[src/rtl/mux8_arb_pkg.sv]
// Shared constants and state type for the 8-way round-robin arbiter and its
// output mux.
package mux8_arb_pkg;

    localparam int N_REQ  = 8;
    localparam int SEL_W  = 3;
    localparam int HOLD_W = 4;   // holds HOLD_MAX values up to 15

    typedef enum logic {
        IDLE  = 1'b0,
        GRANT = 1'b1
    } arb_state_e;

endpackage

[src/rtl/mux8_arb_rr_pick.sv]
// Rotating-priority finder: the first set request at or after ptr, wrapping
// from 7 back to 0. The result is one-hot, plus its index and an any flag.
module rr_pick
    import mux8_arb_pkg::*;
(
    input  logic [N_REQ-1:0] req,
    input  logic [SEL_W-1:0] ptr,
    output logic [N_REQ-1:0] onehot,
    output logic [SEL_W-1:0] idx,
    output logic             any
);

    logic [SEL_W-1:0] pos;

    always_comb begin
        onehot = '0;
        idx    = '0;
        any    = 1'b0;
        pos    = '0;
        for (int i = 0; i < N_REQ; i++) begin
            // The 3-bit add wraps naturally, which produces the 7 -> 0 rotation.
            pos = ptr + SEL_W'(i);
            if (!any && req[pos]) begin
                any         = 1'b1;
                idx         = pos;
                onehot[pos] = 1'b1;
            end
        end
    end

endmodule

[src/rtl/mux_8x1.sv]
// Plain combinational 8:1 single-bit multiplexer.
module mux_8x1
    import mux8_arb_pkg::*;
(
    input  logic [N_REQ-1:0] d,
    input  logic [SEL_W-1:0] sel,
    output logic             y
);

    assign y = d[sel];

endmodule

[src/rtl/mux8_rr_arbiter.sv]
// Round-robin arbiter over 8 requesters, with a hold limit. It drives a
// registered select into an 8:1 mux and registers the mux output.
module mux8_rr_arbiter
    import mux8_arb_pkg::*;
#(
    parameter int HOLD_MAX = 4
) (
    input  logic              clk,
    input  logic              rst_n,
    input  logic [N_REQ-1:0]  req,
    input  logic              last,
    input  logic [N_REQ-1:0]  I,
    output logic [N_REQ-1:0]  grant,
    output logic [SEL_W-1:0]  S,
    output logic              Y,
    output logic              y_valid,
    output logic              state_dbg,
    output logic [HOLD_W-1:0] hold_cnt_dbg
);

    localparam logic [HOLD_W-1:0] HOLD_LIMIT = HOLD_W'(HOLD_MAX);

    arb_state_e        state_q, state_d;
    logic [N_REQ-1:0]  grant_q, grant_d;
    logic [SEL_W-1:0]  sel_q,   sel_d;
    logic [SEL_W-1:0]  ptr_q,   ptr_d;
    logic [HOLD_W-1:0] hold_q,  hold_d;
    logic              y_q,     y_d;
    logic              y_valid_q, y_valid_d;

    logic              mux_y;
    logic              drop_current;
    logic              others_pending;
    logic              at_max;
    logic              release_now;
    logic [N_REQ-1:0]  pick_mask;
    logic [N_REQ-1:0]  pick_onehot;
    logic [SEL_W-1:0]  pick_idx;
    logic              pick_any;

    assign drop_current   = last | ~req[sel_q];
    assign others_pending = |(req & ~grant_q);
    assign at_max         = (hold_q == HOLD_LIMIT);
    assign release_now    = drop_current | (at_max & others_pending);

    // A holder that finished or withdrew must not win the re-arbitration in
    // the same cycle. A holder released by the hold limit stays eligible, but
    // its ptr position already ranks it last.
    assign pick_mask = (state_q == GRANT && drop_current) ? (req & ~grant_q) : req;

    rr_pick u_pick (
        .req    (pick_mask),
        .ptr    (ptr_q),
        .onehot (pick_onehot),
        .idx    (pick_idx),
        .any    (pick_any)
    );

    mux_8x1 u_mux (
        .d   (I),
        .sel (sel_q),
        .y   (mux_y)
    );

    always_comb begin
        state_d   = state_q;
        grant_d   = grant_q;
        sel_d     = sel_q;
        ptr_d     = ptr_q;
        hold_d    = hold_q;
        y_d       = y_q;
        y_valid_d = 1'b0;

        case (state_q)
            IDLE: begin
                grant_d = '0;
                if (pick_any) begin
                    state_d = GRANT;
                    grant_d = pick_onehot;
                    sel_d   = pick_idx;
                    ptr_d   = pick_idx + SEL_W'(1);
                    hold_d  = HOLD_W'(1);
                end
            end
            GRANT: begin
                y_d       = mux_y;
                y_valid_d = 1'b1;
                if (release_now) begin
                    if (pick_any) begin
                        grant_d = pick_onehot;
                        sel_d   = pick_idx;
                        ptr_d   = pick_idx + SEL_W'(1);
                        hold_d  = HOLD_W'(1);
                    end else begin
                        state_d = IDLE;
                        grant_d = '0;
                        hold_d  = '0;
                    end
                end else if (at_max) begin
                    hold_d = HOLD_W'(1);
                end else begin
                    hold_d = hold_q + HOLD_W'(1);
                end
            end
            default: begin
                state_d = IDLE;
                grant_d = '0;
            end
        endcase
    end

    always_ff @(posedge clk or negedge rst_n) begin
        if (!rst_n) begin
            state_q   <= IDLE;
            grant_q   <= '0;
            sel_q     <= '0;
            ptr_q     <= '0;
            hold_q    <= '0;
            y_q       <= 1'b0;
            y_valid_q <= 1'b0;
        end else begin
            state_q   <= state_d;
            grant_q   <= grant_d;
            sel_q     <= sel_d;
            ptr_q     <= ptr_d;
            hold_q    <= hold_d;
            y_q       <= y_d;
            y_valid_q <= y_valid_d;
        end
    end

    // y_valid qualifies Y on the same cycle. There is no back-pressure, so
    // every cycle with y_valid high carries one granted sample.
    assign grant        = grant_q;
    assign S            = sel_q;
    assign Y            = y_q;
    assign y_valid      = y_valid_q;
    assign state_dbg    = state_q;
    assign hold_cnt_dbg = hold_q;

endmodule

[config.mk]
export PLATFORM = sky130hd
export DESIGN_NAME = mux8_rr_arbiter
export DESIGN_NICKNAME = d
export VERILOG_FILES = /design/src/rtl/mux8_arb_pkg.sv /design/src/rtl/mux8_arb_rr_pick.sv /design/src/rtl/mux_8x1.sv /design/src/rtl/mux8_rr_arbiter.sv
export SDC_FILE = /design/constraint.sdc
export NUM_CORES = 1
export LEC_CHECK = 0
export ABC_AREA = 0
export ABC_CLOCK_PERIOD_IN_PS = 5900
export BUFFER_PORTS_ARGS = -buffer_cell sky130_fd_sc_hd__buf_2
export CAP_MARGIN = 5
export CORE_UTILIZATION = 58
export DETAILED_ROUTE_END_ITERATION = 8
export GPL_ROUTABILITY_DRIVEN = 0
export GPL_TIMING_DRIVEN = 0
export HOLD_SLACK_MARGIN = 0.1
export PLACE_DENSITY = 0.81
export SLEW_MARGIN = 30
export SYNTH_ARGS = -nofsm -noshare
export SYNTH_HDL_FRONTEND = slang
export SYNTH_HIERARCHICAL = 1
export SYNTH_SLANG_ARGS = --single-unit
[constraint.sdc]
create_clock -name clk -period 5.9 [get_ports clk]
set_input_delay 0.885 -clock clk [delete_from_list [all_inputs] [get_ports clk]]
set_output_delay 0.885 -clock clk [all_outputs]
set_load 0.05 [all_outputs]
==> impl_metrics.toml <==
[outcome]
outcome = "complete, but fails checks"
violations = "DRC"

[grt]
overflow = 0
gr-usage-all-layers = 0.301
grt_pass1_wl_mm = 10.0
grt_pass1_vias = 2080
grt_antenna_before_repair = 0
grt_max_degree = 22

[detailed_routing]
drt-vias-per-instance = 6.66
wl_mm = 6.50
wl_per_cell_um = 18.5
drc = 2
drt_iter0_markers = 253
ant_nets = 0
firstDrtPassIters = 9
vias = 2337

[worst_setup_path]
cp.arrival_ns = 5.31
crit_fanout = 10
startpoint = "req[7]"
reg2reg_from = "S[0]$_DFFE_PN0P_"
endpoint_kind = "flop"
critPathRequiredTime_ns = 6.06
critPathLaunchType = "input port"
path_class = "input port to flop"

[synthesis]
synth.most_common_cell = "mux2i_1"
synth_area_um2 = 2430
synth_nets = 289
synthArstFlopShare = 1.00
synth.avg_cell_area_um2 = 9.30
synth_seq_cells = 21
ys_types = 61
synth_edf_count = 0
ys_top_cells_by_area = "dfrtp_1 (22%), mux2i_1 (12%), mux4_2 (6.5%)"
synth.largest_area_cell = "dfrtp_1"
ys_warn_count = 6
seq_area_frac_synth = 0.217
synth_flop_cell = "dfrtp_1"
synth_common_cells = "mux2i_1 (29), dfrtp_1 (21), nor2_1 (19)"
synth_top_area_frac = 0.217
synthCells = 261

[die]
dieArea_um2 = 4450
start_util = 0.607
die_w_um = 66.7
ioPinCount = 37
fp.coreArea_um2 = 4000
rows = 23
die_height_um = 66.7

[sta]
drv_slew = 0
final-setup-viol-count = 0
final_hold_viol_count = 0
fmax_ghz = 0.194
post-route-min-period_ns = 5.15
slew-limit-headroom = 0.514
fin_ws_ns = 0.746
rsz0062_at_grt = "false"
fin_crit_sh = 0.873
fin_tns_setup_ns = 0
tightest_slew_ns = 0.729
skew_ns = 0.00246

[clock_tree]
cts_max_level = 1
clock_latency_ns = 0.26
ctsResizeCount = 0
cts_tree = "done"
numCtsBuffers = 3
root_buffer = "clkbuf_8"
cts.sinks = 21
clock_tree.buffer_depth = 2
postCtsSetupBuffers = 0
postCtsHoldBufs = 0
clk_pin_slew_ns = 0.08

[finish]
final_cells = 351
final_nets = 330
n_fill_cell = 313
antennaDiodeCount = 0
syn2layout_area_growth_pct = 12.3
layout-drive-gt1-share = 0.246

[place]
post-place-cells = 347
place.detailed.hpwl_mm = 4.92
dp_slack_ns = 0.546
port_buffers = 36

[flow_run]
cap_violations = 0

[min_path]
hold_class = "flop to flop"
hp-start = "state_dbg$_DFF_PN0_"
metal layers:
layer  vias to the layer above  wire, um  global-route usage
met2                       116      3020               0.460
met4                         0       149              0.0878
li1                       1082         -                   -
met5                         -         0                   0
met1                      1123      2800               0.417
met3                        16       537              0.0736
area by class of cell:
cell class | instances | area [um^2] | area share
clock inverters | 1 | 7.51 | 0.00276
plain buffers | 12 | 63.8 | 0.0234
inverters | 17 | 63.8 | 0.0234
clock buffers | 3 | 41.3 | 0.0152
repair buffers | 36 | 180 | 0.0661
well taps | 50 | 62.6 | 0.0230
flip-flops and latches | 21 | 526 | 0.193
multi-input cells | 211 | 1780 | 0.653
cell usage in the layout (no fill, tap or decap), drive strengths merged, types with 2 or more instances in the layout:
master	instances
o31ai	2
o32a	2
nand2	16
clkbuf	9
a2111oi	2
nor2b	4
a222oi	4
o31a	4
o32ai	2
a21o	2
nor3	6
mux2i	29
mux2	20
a31oi	3
xor2	3
o21ai	9
a21oi	8
inv	16
mux4	9
a221oi	3
ha	9
nand3	12
xnor2	2
or2	3
a21boi	13
nor2	19
a22oi	4
dfrtp	21
buf	42
nand2b	2
nor4	2
a2bb2oi	2
kinds of logic after synthesis:
kind of cell / Yosys count / share of synthesized area
AO/OA/AOI/OAI: 67 / 0.211
XOR/XNOR: 5 / 0.0181
multiplexers: 58 / 0.304
adder cells (fa/ha/maj): 9 / 0.0464
flip-flops: 21 / 0.217
AND/OR/NAND/NOR: 72 / 0.151
buffers and inverters: 29 / 0.0526
state kept, by name, indices dropped and copies added, names as in the netlist:
name          flops
state_dbg         1
ptr_q             3
hold_cnt_dbg      4
Y                 1
S                 3
y_valid           1
grant             8
metrics by stage:
stage	utilization	cell area (um^2)	hold WS, ns
after floorplan	-	2430	0.528
after global placement	0.667	2670	0.493
final	0.681	2720	0.539
after detailed placement	0.667	2670	0.532
after CTS	0.679	2720	0.541
after global routing	0.681	2720	0.568
critical path: stages:
cell and delay [ns]:
buf_2 0.12, mux2i_1 0.14, a32oi_1 0.16, a21boi_0 0.61
a21boi_0 0.42, mux4_2 0.62, mux2_4 0.32, or4b_1 0.49
buf_2 0.20, nor3_2 0.36, a2bb2oi_1 0.38, ha_1 0.24
xor2_1 0.08, mux2_2 0.29
final timing paths:
| kind | end | cells after the start | slack, ns |
|---|---|---|---|
| max in group asynchronous | state_dbg$_DFF_PN0_ | 1 | 5.01 |
| min | y_valid$_DFF_PN0_ | 0 | 0.54 |
| max reg2reg | ptr_q[2]$_DFFE_PN0P_ | 13 | 0.85 |
| min in group asynchronous | hold_cnt_dbg[0]$_DFFE_PN0P_ | 1 | 0.56 |
| max | ptr_q[2]$_DFFE_PN0P_ | 14 | 0.75 |
| min reg2reg | y_valid$_DFF_PN0_ | 0 | 0.54 |
Power is not shown: default switching activity piles up to over one toggle a cycle in this logic, so the estimate is an artifact.
